==> config.mk <==
export PLATFORM = sky130hd
export DESIGN_NAME = uart_tx_arbiter
export DESIGN_NICKNAME = d
export VERILOG_FILES = /design/src/rtl/uart_tx_arbiter.sv
export SDC_FILE = /design/constraint.sdc
export NUM_CORES = 1
export LEC_CHECK = 0
export BUFFER_PORTS_ARGS = -buffer_cell sky130_fd_sc_hd__buf_4
export CAP_MARGIN = 20
export CORE_AREA = 2 2 39 41
export CTS_CLUSTER_SIZE = 25
export DETAILED_ROUTE_END_ITERATION = 8
export DIE_AREA = 0 0 41 43
export HOLD_SLACK_MARGIN = 0.08
export PLACE_DENSITY = 0.68
export SYNTH_ARGS = -nofsm -noshare
export SYNTH_HDL_FRONTEND = slang
export SYNTH_SLANG_ARGS = --single-unit
==> constraint.sdc <==
create_clock -name CLK_I -period 2.6 [get_ports CLK_I]
set_input_delay 0.52 -clock CLK_I [delete_from_list [all_inputs] [get_ports CLK_I]]
set_output_delay 0.52 -clock CLK_I [all_outputs]
set_load 0.02 [all_outputs]
==> src/rtl/uart_tx_arbiter.sv <==
// uart_tx_arbiter: round-robin packet arbiter in front of the UART TX FIFO
// write port. One requester owns the TX path for a whole packet, so bytes
// from different sources never interleave on the wire.
//
// Optional feature, macro UART_ARB_TIMEOUT_EN: when defined, an owner that
// stays idle (valid low) for TIMEOUT_CYCLES consecutive cycles mid-packet
// loses its grant, with a one-cycle ABORT_O pulse. When undefined, the grant
// is held until the LAST byte is transferred or reset; ABORT_O is tied to 0.
module uart_tx_arbiter #(
  parameter int unsigned NUM_REQ        = 2,
  parameter int unsigned TIMEOUT_CYCLES = 1024
) (
  input  logic                   CLK_I,
  input  logic                   RST_I,
  input  logic [NUM_REQ-1:0]     REQ_VALID_I,
  input  logic [NUM_REQ-1:0]     REQ_LAST_I,
  input  logic [8*NUM_REQ-1:0]   REQ_DATA_I,
  output logic [NUM_REQ-1:0]     REQ_READY_O,
  output logic [NUM_REQ-1:0]     GRANT_O,
  output logic [NUM_REQ-1:0]     ABORT_O,
  input  logic                   TX_READY_I,
  output logic                   WE_O,
  output logic [7:0]             DSEND_O
);

  localparam int unsigned OW = (NUM_REQ > 1) ? $clog2(NUM_REQ) : 1;

  // Reject unsupported configurations at elaboration.
  if (NUM_REQ < 2 || NUM_REQ > 8) begin : g_bad_num_req
    $error("uart_tx_arbiter: NUM_REQ must be in 2..8");
  end
  if (TIMEOUT_CYCLES < 2) begin : g_bad_timeout
    $error("uart_tx_arbiter: TIMEOUT_CYCLES must be at least 2");
  end

  typedef enum logic {
    IDLE = 1'b0,
    BUSY = 1'b1
  } state_t;

  state_t               r_state;
  logic [OW-1:0]        r_owner;
  logic [OW-1:0]        r_last;
  logic [NUM_REQ-1:0]   r_grant;

  logic                 w_found;
  logic [OW-1:0]        w_winner;
  logic [4:0]           w_idx;
  logic [NUM_REQ-1:0]   w_win_onehot;
  logic                 w_owner_valid;
  logic                 w_owner_last;
  logic [7:0]           w_data;
  logic                 w_we;

  // Round-robin search: first valid requester at or above last-winner + 1.
  always_comb begin
    w_found  = 1'b0;
    w_winner = '0;
    w_idx    = '0;
    for (int unsigned i = 0; i < NUM_REQ; i++) begin
      w_idx = 5'(r_last) + 5'(i) + 5'd1;
      if (w_idx >= 5'(NUM_REQ)) begin
        w_idx = w_idx - 5'(NUM_REQ);
      end
      if (!w_found && REQ_VALID_I[w_idx[OW-1:0]]) begin
        w_found  = 1'b1;
        w_winner = w_idx[OW-1:0];
      end
    end
  end

  assign w_win_onehot = NUM_REQ'(1) << w_winner;

  // Owner-side mux driven by the registered one-hot grant; r_grant is zero
  // in IDLE, so nothing from the inputs reaches the outputs there.
  always_comb begin
    w_data        = '0;
    w_owner_valid = 1'b0;
    w_owner_last  = 1'b0;
    for (int unsigned i = 0; i < NUM_REQ; i++) begin
      if (r_grant[i]) begin
        w_data        = w_data | REQ_DATA_I[8*i +: 8];
        w_owner_valid = w_owner_valid | REQ_VALID_I[i];
        w_owner_last  = w_owner_last | REQ_LAST_I[i];
      end
    end
  end

  assign w_we        = w_owner_valid & TX_READY_I;
  assign WE_O        = w_we;
  assign DSEND_O     = w_data;
  assign GRANT_O     = r_grant;
  assign REQ_READY_O = r_grant & {NUM_REQ{TX_READY_I}};

`ifdef UART_ARB_TIMEOUT_EN
  localparam int unsigned TW = $clog2(TIMEOUT_CYCLES);

  logic [TW-1:0] r_tcnt;
  logic          w_timeout;

  // Counter holds the number of idle owner cycles already seen, so the
  // TIMEOUT_CYCLES-th idle cycle is the one where it equals TIMEOUT_CYCLES-1.
  assign w_timeout = (r_state == BUSY) && !w_owner_valid &&
                     (r_tcnt == TW'(TIMEOUT_CYCLES - 1));
  assign ABORT_O   = w_timeout ? r_grant : '0;
`else
  assign ABORT_O   = '0;
`endif

  // Arbitration FSM: owner, grant and round-robin pointer.
  always_ff @(posedge CLK_I or posedge RST_I) begin
    if (RST_I) begin
      r_state <= IDLE;
      r_owner <= '0;
      r_last  <= OW'(NUM_REQ - 1);
      r_grant <= '0;
`ifdef UART_ARB_TIMEOUT_EN
      r_tcnt  <= '0;
`endif
    end else begin
      case (r_state)
        IDLE: begin
`ifdef UART_ARB_TIMEOUT_EN
          r_tcnt <= '0;
`endif
          if (w_found) begin
            r_state <= BUSY;
            r_owner <= w_winner;
            r_grant <= w_win_onehot;
          end
        end
        BUSY: begin
`ifdef UART_ARB_TIMEOUT_EN
          if (w_owner_valid || w_timeout) begin
            r_tcnt <= '0;
          end else begin
            r_tcnt <= r_tcnt + TW'(1);
          end
`endif
          if (w_we && w_owner_last) begin
            r_state <= IDLE;
            r_last  <= r_owner;
            r_grant <= '0;
          end
`ifdef UART_ARB_TIMEOUT_EN
          else if (w_timeout) begin
            r_state <= IDLE;
            r_last  <= r_owner;
            r_grant <= '0;
          end
`endif
        end
        default: begin
          r_state <= IDLE;
          r_grant <= '0;
        end
      endcase
    end
  end

endmodule

---- Word level (Yosys, flattened, before mapping) ----
Cells that the tools add are included.
cells by class
  $add $sub $neg .......................... 4
  magnitude comparators ................... 4
  eq/ne operators ......................... 2
  shifts and indexed selects .............. 1
  mux-type cells .......................... 22
  bitwise operators ....................... 6
  reduce and logical (&&, ||, !) cells .... 6
operators by type and width
  operator                                                                      number
  1-bit 2-to-1 mux                                                              16
  8-bit 2-to-1 mux                                                              2
  8-bit OR                                                                      1
  2-bit AND reduction                                                           3
  1-bit by 2-bit less-than comparator with 1-bit output, second input constant  2
  2-bit 2-to-1 mux                                                              2
  2-bit one-hot mux with 2 select lines                                         1
  2-bit by 1-bit adder with 3-bit output, second input constant                 1
  3-bit by 2-bit >= comparator with 1-bit output, second input constant         1
  1-bit by 1-bit adder with 2-bit output, second input constant                 1
  2-bit AND                                                                     1
  2-bit >= comparator, second input constant                                    1
  1-bit logical AND                                                             2
  2-bit by 1-bit != test with 1-bit output, second input constant               1
  2-bit != test, second input constant                                          1
  1-bit OR                                                                      2
  1-bit one-hot mux with 2 select lines                                         1
  1-bit by 1-bit << shifter with 2-bit output, first input constant             1
  1-bit subtractor, second input constant                                       2
  1-bit AND                                                                     1
  1-bit zero test                                                               1
  1-bit inverter                                                                1
storage, ports and cells
  register bits after elaboration ......... 5
  output and inout port bits .............. 15
  logic and storage cells ................. 49

---- Longest topological paths before layout ----
Gate-level depths: netlist of run 1.
  depth after elaboration ................. 12
  depth in mapped cells ................... 3
  mapped depth without buffers ............ 3

---- Least setup slack after synthesis of run 1 ----
Ideal clock, no wire load.
  path kind ............................... register to output
  start point ............................. register r_grant[0], in the netlist GRANT_O[0]
  end point ............................... output port DSEND_O[0]
  arrival time ............................ 1.041 ns
  path slack .............................. 1.039 ns
  stages on the path, launching flop included .. 3
  buffers on the path ..................... 1
  cells stage by stage .................... dfrtp_1 > clkbuf_1 > a22o_1
between the ends
  cells in the longest elaborated chain, start to end .. 3
RTL lines
  element                   RTL line  RTL
  start: declaration        44        logic [NUM_REQ-1:0] r_grant;
  start signal: assignment  129       r_grant <= w_win_onehot;
  8-bit 2-to-1 mux (*)      81        if (r_grant[i]) begin
  8-bit OR                  82        w_data = w_data | REQ_DATA_I[8*i +: 8];
  8-bit 2-to-1 mux (*)      81
  end: declaration          23        output logic [7:0] DSEND_O
Every way passes the cells marked *; elsewhere a longest branch is shown, timed or not.

---- Worst setup path in the final report of run 1 ----
  start point ............................. register r_grant[0], in the netlist GRANT_O[0]
  end point ............................... output port WE_O
between the ends
  cells in the longest elaborated chain, start to end .. 4
RTL lines
  element               RTL line  RTL
  1-bit 2-to-1 mux (*)  81
  1-bit OR              83        w_owner_valid = w_owner_valid | REQ_VALID_I[i];
  1-bit 2-to-1 mux (*)  81
  1-bit AND (*)         89        assign w_we = w_owner_valid & TX_READY_I;
  end: declaration      22        output logic WE_O,
Marked as above.

==> impl_metrics.py, run 1 <==
metrics = {
    "routing": {
        "ant_nets": 0,
        "via_per_inst": 4.73,
        "drtIter0Drc": 1,
        "avgRoutedWirePerCell_um": 11.3,
        "drt_wl_total_um": 971,
        "vias": 407,
        "drc": 0,
        "drt-pass1-iter-count": 4,
    },
    "final_layout": {
        "drive_gt1_frac": 0.671,
        "diodes": 0,
        "num-fill-cells": 151,
        "final_area_um2": 656,
        "synthToLayoutAreaGrowth_pct": 79.5,
        "nNetsFinal": 94,
    },
    "synthesis": {
        "synth_most_common_cell": "a22o_1",
        "synthDominantCellAreaShare": 0.274,
        "synth_area_um2": 365,
        "synthTopCellsByArea": "dfrtp_1 (27%), a22o_1 (19%), dfstp_2 (7.2%), nand4b_4 (6.5%), a31o_2 (4.8%)",
        "synth-edff-count": 0,
        "ys_types": 20,
        "async_flop_share": 1.00,
        "synth_ff_type": "dfrtp_1",
        "synth_warnings": 0,
        "synth_top_cell_by_area": "dfrtp_1",
        "avgSynthCellArea_um2": 10.7,
        "syn_inst": 34,
        "yosysSeqAreaShare": 0.346,
        "synthTopCellsByCount": "a22o_1 (8), dfrtp_1 (4)",
        "ys_ff_latch": 5,
    },
    "timing": {
        "rsz0062_at_grt": "no",
        "layout_min_cycle_time_ps": 1930,
        "fin_skew_ps": 0.956,
        "finalSetupTns_ps": 0,
        "slew_viol_final": 0,
        "fin_ws_ps": 671,
        "hold_viol_final": 0,
        "setup_viol": 0,
        "fmax_mhz": 518,
        "fin_crit_sh": 0.742,
    },
    "cts": {
        "cts_tree": "yes",
        "insertion_delay_ps": 240,
        "cts_made_buffers": 3,
        "cts_resized": 0,
        "clk_pin_slew_ps": 50,
        "cts-root-buf": "clkbuf_4",
        "cts.hold.buffers_added": 0,
        "cts_setup_buffers": 0,
        "clock-sinks": 5,
        "cts_htree_levels": 1,
        "ctsLongestPathBuffers": 2,
    },
    "power_and_ir_drop": {
        "clkPwrFrac": 0.158,
        "power.switching_mw": 0.232,
        "power.density_mw_per_mm2": 885,
        "seqPwrFrac": 0.281,
        "switching_share": 0.400,
        "comb_power_share": 0.561,
        "intPower_mw": 0.348,
        "p_leak_nw": 0.355,
        "peakVddDrop_mv": 0.420,
    },
    "floorplanning": {
        "fp.dieW_um": 41,
        "dieHeight_um": 43,
        "die_area_mm2": 0.00176,
        "num_io_pins": 38,
        "rows": 14,
        "core_mm2": 0.00138,
        "initial_utilization": 0.264,
    },
    "status": {
        "status": "finished, final reports clean",
    },
    "place": {
        "portBuffers": 35,
        "place_area_um2": 629,
        "place_ws_ps": 818,
        "routabilityCongestion": 0.680,
    },
    "job": {
        "cap_violations": 0,
    },
    "global_route": {
        "grt_pass1_wl_mm": 1.34,
        "grt_max_degree": 14,
        "grt_pass1_vias": 355,
        "overflow": 0,
        "track_usage": 0.112,
        "antenna_found_initial": 0,
    },
    "critical_path": {
        "end_kind": "output port",
        "worstPathArrival_ps": 1410,
        "slowest_stage": "dfrtp_1",
        "critPathMaxFanout": 13,
        "path_cells": "a22oi_1 > and2b_2 > buf_4",
        "cpPeakStageDelay_ps": 510,
        "start_kind": "flop",
        "worstPathRequired_ps": 2080,
        "crit_type": "flop to output port",
    },
    "worst_hold_path": {
        "min_path_type": "primary input to async pin",
    },
}
==> layout make-up <==
cell class                      count  area, um2  area share
Sequential cell                     5        126       0.193
Timing Repair Buffer               35        263       0.401
Clock buffer                        4       26.3      0.0401
Inverter                            1       3.75     0.00573
Multi-Input combinational cell     25        216       0.330
Tap cell                           16       20.0      0.0305
==> metal layers <==
layer  vias to the layer above  GRT usage  share of wire
met5                         -          0              0
met4                         0      0.100              0
met3                         0     0.0209           0.15
met2                        26      0.178           0.49
met1                       183      0.114           0.36
li1                        198          -              -
==> registers in the layout (all words and copies together), names as in the netlist <==
name     cells
r_owner      1
GRANT_O      2
r_state      1
r_last       1
==> worst max-delay path, delay by kind of cell (launching register included) <==
family                 cells  cell delay, ps
flip-flops                 1             510
AND/OR/NAND/NOR            1             240
AO/OA/AOI/OAI              1             260
buffers and inverters      1             150
==> power groups by stage <==
stage	clock [mW]	combinational, mW	sequential [mW]
5_1_grt	0.0974	0.350	0.168
3_3_place_gp	0	0.324	0.165
3_5_place_dp	0	0.328	0.165
6_report	0.0914	0.326	0.163
2_1_floorplan	0	0.210	0.145
4_1_cts	0.0962	0.328	0.164
==> cells in the final DEF (no fill, tap or decap), drive strengths merged <==
cell type / count
a21o: 1
a21oi: 1
a22o: 9
a22oi: 1
a31o: 2
and2: 2
and2b: 1
and3b: 1
buf: 35
clkbuf: 4
conb: 2
dfrtp: 4
dfstp: 1
inv: 1
mux2: 1
nand2: 1
nand4b: 1
o21bai: 1
o31a: 1
==> metrics by stage <==
step | instances | power, mW | hold WS (ps) | utilization
after floorplan | 35 | 0.354 | 298 | -
after global placement | 82 | 0.489 | 435 | 0.455
after detailed placement | 82 | 0.493 | 441 | 0.455
after CTS | 86 | 0.589 | 175 | 0.474
after global routing | 86 | 0.615 | 193 | 0.474
final | 86 | 0.580 | 178 | 0.474
==> final timing paths <==
kind / depth (start not counted) / from / end / slack [ps]
worst max register to register: 3 / GRANT_O[0] / r_last / 1240
worst min-delay path: 2 / RST_I / GRANT_O[0] / 180
worst max-delay path: 3 / GRANT_O[0] / WE_O / 670
max in group asynchronous: 2 / RST_I / r_last / 2180
min in group CLK_I: 1 / r_owner / r_owner / 480
worst min register to register: 1 / r_owner / r_owner / 480
==> cell families after synthesis <==
| kind of cell | share of synthesized area |
|---|---|
| AOI/OAI and AO/OA | 0.370 |
| buffers and inverters | 0.0719 |
| DFF | 0.346 |
| muxes | 0.0411 |
| other | 0.0103 |
| and+or+nand+nor | 0.161 |
No activity file was read; power rests on OpenSTA's default activity.
==> run 2, diff against run 1 <==
Clock period 2.6 ns to 1.9 ns, I/O delays scaled along.
==> run 2 against run 1 <==
  * Via count rose by 7.4%
  * Non-clock buffer count is 3 higher
  * Sequential share of layout area shrank 0.71 points
  * Largest cell class unchanged
  * Wire length rose by 2.5%
  * Register-to-register slack lost 640 ps
  * Hold slack improved by 230 ps
  * Critical path type unchanged
==> impl_metrics.py, run 2 (same netlist as run 1, synthesis figures left out) <==
metrics = {
    "status": {
        "status": "finished, final reports clean",
    },
    "cts": {
        "clk_pin_slew_ps": 40,
        "cts_made_buffers": 3,
        "insertion_delay_ps": 240,
        "cts_tree": "yes",
        "cts_htree_levels": 1,
        "cts_resized": 0,
        "cts_setup_buffers": 0,
        "clock-sinks": 5,
        "cts-root-buf": "clkbuf_4",
        "ctsLongestPathBuffers": 2,
    },
    "timing": {
        "fin_skew_ps": 1.16,
        "slew_viol_final": 0,
        "layout_min_cycle_time_ps": 1590,
        "finalSetupTns_ps": 0,
        "rsz0062_at_grt": "no",
        "fin_crit_sh": 0.838,
        "setup_viol": 0,
        "hold_viol_final": 0,
        "fmax_mhz": 628,
    },
    "critical_path": {
        "crit_type": "flop to output port",
        "slowest_stage": "dfrtp_1",
        "worstPathRequired_ps": 1520,
        "start_kind": "flop",
        "path_cells": "a22oi_1 > and2b_2 > buf_4",
        "critPathMaxFanout": 2,
        "end_kind": "output port",
        "worstPathArrival_ps": 1210,
        "cpPeakStageDelay_ps": 370,
        "critPathTopFamily": "flip-flops",
        "worst-path-buf-inv": 1,
    },
    "place": {
        "routabilityCongestion": 0.686,
        "portBuffers": 35,
    },
    "global_route": {
        "grt_pass1_wl_mm": 1.44,
        "antenna_found_initial": 0,
        "track_usage": 0.124,
        "grt_max_degree": 13,
        "grt_pass1_vias": 369,
        "overflow": 0,
    },
    "final_layout": {
        "diodes": 0,
        "layout_common_cells": "buf_4 (37), a22o_1 (8), dfrtp_1 (4)",
        "largest_reg_flops": 2,
        "synthToLayoutAreaGrowth_pct": 86.3,
        "nNetsFinal": 97,
        "layout_commonest_cell": "buf_4",
        "drive_gt1_frac": 0.671,
    },
    "power_and_ir_drop": {
        "peakVddDrop_mv": 0.640,
        "switching_share": 0.388,
        "p_leak_nw": 0.370,
        "power_mw": 0.815,
        "power.switching_mw": 0.316,
        "seqPwrFrac": 0.217,
        "comb_power_share": 0.635,
        "clkPwrFrac": 0.148,
        "intPower_mw": 0.499,
        "power.density_mw_per_mm2": 1200,
    },
    "routing": {
        "avgRoutedWirePerCell_um": 11.2,
        "ant_nets": 0,
        "via_per_inst": 4.91,
        "drt-pass1-iter-count": 2,
        "drc": 0,
        "drtIter0Drc": 4,
        "drt_wl_total_um": 995,
        "vias": 437,
    },
    "floorplanning": {
        "core_mm2": 0.00138,
        "initial_utilization": 0.264,
        "rows": 14,
        "fp.dieW_um": 41,
        "dieHeight_um": 43,
        "die_area_mm2": 0.00176,
        "num_io_pins": 38,
    },
    "worst_hold_path": {
        "min_path_type": "primary input to flop",
    },
    "job": {
        "cap_violations": 0,
    },
}
-- run 2: area by class of cell --
class	count	area, um2
multi-input combinational	25	216
clock buffer	4	26.3
fill	141	703
sequential	5	126
timing repair buffer	38	288
tap	16	20.0
inverter	1	3.75
-- run 2: power groups by stage --
| stage | sequential (mW) | clock, mW | combinational, mW |
|---|---|---|---|
| floorplan | 0.198 | 0 | 0.287 |
| global placement | 0.178 | 0 | 0.520 |
| detailed placement | 0.178 | 0 | 0.523 |
| CTS | 0.178 | 0.124 | 0.525 |
| global route | 0.182 | 0.133 | 0.560 |
| finish | 0.177 | 0.121 | 0.517 |
-- run 2: what timing repair did --
item                       CTS  global route
hold endpoints to repair     4             0
setup endpoints to repair    0             0
hold buffers                 1             0
-- run 2: stage by stage --
step                instance area [um2]  setup slack (ps)  std cells   util  hold slack, ps
detailed placement                  644               397         84  0.466             294
global route                        681               226         89  0.492             411
CTS                                 681               297         89  0.492             402
global placement                    644               407         84  0.466             296
finish                              681               308         89  0.492             404
floorplan                           369               479         35      -             158
-- run 2: metal layers --
| metal | global-route usage | routed length [um] | vias to the layer above | share of wire |
|---|---|---|---|---|
| met5 | 0 | 0 | - | 0 |
| met4 | 0.100 | 33 | 0 | 0.033 |
| met3 | 0.0314 | 148 | 5 | 0.15 |
| met2 | 0.203 | 462 | 29 | 0.46 |
| met1 | 0.122 | 350 | 198 | 0.35 |
| li1 | - | - | 205 | - |
-- run 2: final timing paths --
kind                                 from          to  slack, ps  cells past startpoint
setup / recovery               GRANT_O[0]        WE_O        310                      3
hold / removal             REQ_VALID_I[0]     r_state        400                      2
setup reg to reg               GRANT_O[0]      r_last        600                      4
hold reg to reg                   r_owner     r_owner        470                      1
max in group asynchronous           RST_I      r_last       1070                      3
min in group asynchronous           RST_I  GRANT_O[0]        590                      3
==> run 3, diff against run 2 <==
Clock period 1.9 ns to 1.6 ns, I/O delays scaled along.
==> run 3 against run 2 <==
  * Final cell count increased by 1.1%
  * Die area unchanged
  * Via count decreased by 3.4%
  * Critical path type unchanged
  * Wire length decreased by 1.2%
  * Highest routed layer is now met3
==> impl_metrics.py, run 3 (same netlist as run 1, synthesis figures left out) <==
metrics = {
    "job": {
        "cap_violations": 0,
    },
    "timing": {
        "fin_crit_sh": 0.960,
        "finalSetupTns_ps": 0,
        "fmax_mhz": 651,
        "whs_ps": 347,
        "hold_viol_final": 0,
        "fin_skew_ps": 2.71,
        "rsz0062_at_grt": "no",
        "slew_viol_final": 0,
        "layout_min_cycle_time_ps": 1540,
        "setup_viol": 0,
    },
    "floorplanning": {
        "fp.dieW_um": 41,
        "rows": 14,
        "initial_utilization": 0.264,
        "die_area_mm2": 0.00176,
        "dieHeight_um": 43,
        "num_io_pins": 38,
        "core_mm2": 0.00138,
    },
    "routing": {
        "drt_wl_total_um": 983,
        "via_per_inst": 4.69,
        "drc": 0,
        "vias": 422,
        "drtIter0Drc": 7,
        "ant_nets": 0,
        "drt-pass1-iter-count": 4,
        "avgRoutedWirePerCell_um": 10.9,
    },
    "critical_path": {
        "slowest_stage": "dfrtp_2",
        "cpPeakStageDelay_ps": 440,
        "worstPathArrival_ps": 1220,
        "worstPathRequired_ps": 1280,
        "r2r_end": "r_last",
        "worst-path-buf-inv": 2,
        "r2r-start": "GRANT_O[1]",
        "end_kind": "output port",
        "critPathMaxFanout": 7,
        "critPathTopFamily": "flip-flops",
        "path_cells": "buf_4 > a22o_1 > buf_4",
        "cpMostUsedCell": "buf_4",
        "reg2reg_depth": 4,
        "reg2reg_slack_ps": 250,
        "start_kind": "flop",
        "crit_type": "flop to output port",
    },
    "final_layout": {
        "fin_util": 0.505,
        "layout_commonest_cell": "buf_4",
        "diodes": 0,
        "largest_reg_flops": 2,
        "synthToLayoutAreaGrowth_pct": 91.1,
        "drive_gt1_frac": 0.703,
        "fin_cells": 90,
        "nNetsFinal": 98,
        "num-fill-cells": 133,
        "layout_common_cells": "buf_4 (37), a22o_1 (8), dfrtp_1 (3), clkbuf_4 (3)",
    },
    "global_route": {
        "grt_max_degree": 13,
        "antenna_found_initial": 0,
        "grt_pass1_vias": 357,
        "globalRouteMet3Util": 0.0628,
        "grt_use_met2": 0.166,
        "use_met1": 0.160,
        "grt_pass1_wl_mm": 1.45,
        "gr-max-usage-layer": "met2",
        "track_usage": 0.124,
        "overflow": 0,
    },
    "place": {
        "dp.cells": 84,
        "portBuffers": 35,
        "dp_hpwl_um": 768,
        "routabilityCongestion": 0.715,
    },
    "status": {
        "status": "finished, final reports clean",
    },
    "cts": {
        "insertion_delay_ps": 240,
        "ctsLongestPathBuffers": 2,
        "cts-root-buf": "clkbuf_4",
        "clock-sinks": 5,
        "cts_tree": "yes",
        "cts_htree_levels": 1,
        "clk_pin_slew_ps": 40,
        "cts_made_buffers": 3,
    },
    "power_and_ir_drop": {
        "power_mw": 0.994,
        "peakVddDrop_mv": 0.587,
        "power.density_mw_per_mm2": 1420,
        "p_leak_nw": 0.375,
    },
    "worst_hold_path": {
        "min_from": "REQ_VALID_I[0]",
        "min_path_type": "primary input to flop",
        "hold_path_end": "r_state",
        "hold_depth": 2,
    },
}
-- run 3: cell count changes in the layout (fill, tap and decap cells not counted) --
cell / before / now
buf_6: 0 / 1
dfrtp_2: 0 / 1
dfrtp_1: 4 / 3
a22oi_1: 1 / 0
a22oi_2: 0 / 1
-- run 3: how the worst max path moves through the flow --
| stage | start | endpoint | slack, ps | depth (start not counted) |
|---|---|---|---|---|
| finish | GRANT_O[1] | DSEND_O[1] | 60 | 3 |
| global route | GRANT_O[1] | DSEND_O[1] | 4 | 3 |
| CTS | GRANT_O[1] | WE_O | 20 | 3 |
| detailed placement | GRANT_O[1] | r_last | 240 | 4 |
| global placement | REQ_VALID_I[0] | WE_O | 230 | 4 |
| floorplan | GRANT_O[0] | DSEND_O[0] | 240 | 2 |
-- run 3: layer usage --
metal	routed length [um]	up-vias
li1	-	208
met1	372	186
met2	443	28
met3	167	0
met4	0	0
met5	0	-
-- run 3: repair_timing --
action                     CTS  global route
hold endpoints to repair     4             0
cloned                       0             0
gates resized for setup      2             1
pin swaps                    0             1
hold buffers                 1             0
setup endpoints to repair    1             2
setup buffers                0             1
-- run 3: stage by stage --
| stage | area, um2 | worst slack (ps) |
|---|---|---|
| final | 698 | 64.8 |
| after global routing | 698 | 3.89 |
| after CTS | 687 | 23.2 |
| after detailed placement | 644 | 235 |
| after global placement | 644 | 233 |
| after floorplan | 369 | 239 |
-- run 3: final cells by class --
| class | count | area (um2) | area share |
|---|---|---|---|
| clock buffer | 4 | 26.3 | 0.0376 |
| inverter | 1 | 3.75 | 0.00538 |
| multi-input combinational | 25 | 221 | 0.317 |
| sequential | 5 | 128 | 0.183 |
| tap | 16 | 20.0 | 0.0287 |
| timing repair buffer | 39 | 299 | 0.428 |
-- run 3: power by group --
part | leakage [nW] | total [mW] | switching, mW | internal [mW]
Clock | 0.0150 | 0.147 | 0.0530 | 0.0944
Combinational | 0.304 | 0.619 | 0.288 | 0.332
Sequential | 0.0560 | 0.227 | 0.0431 | 0.184
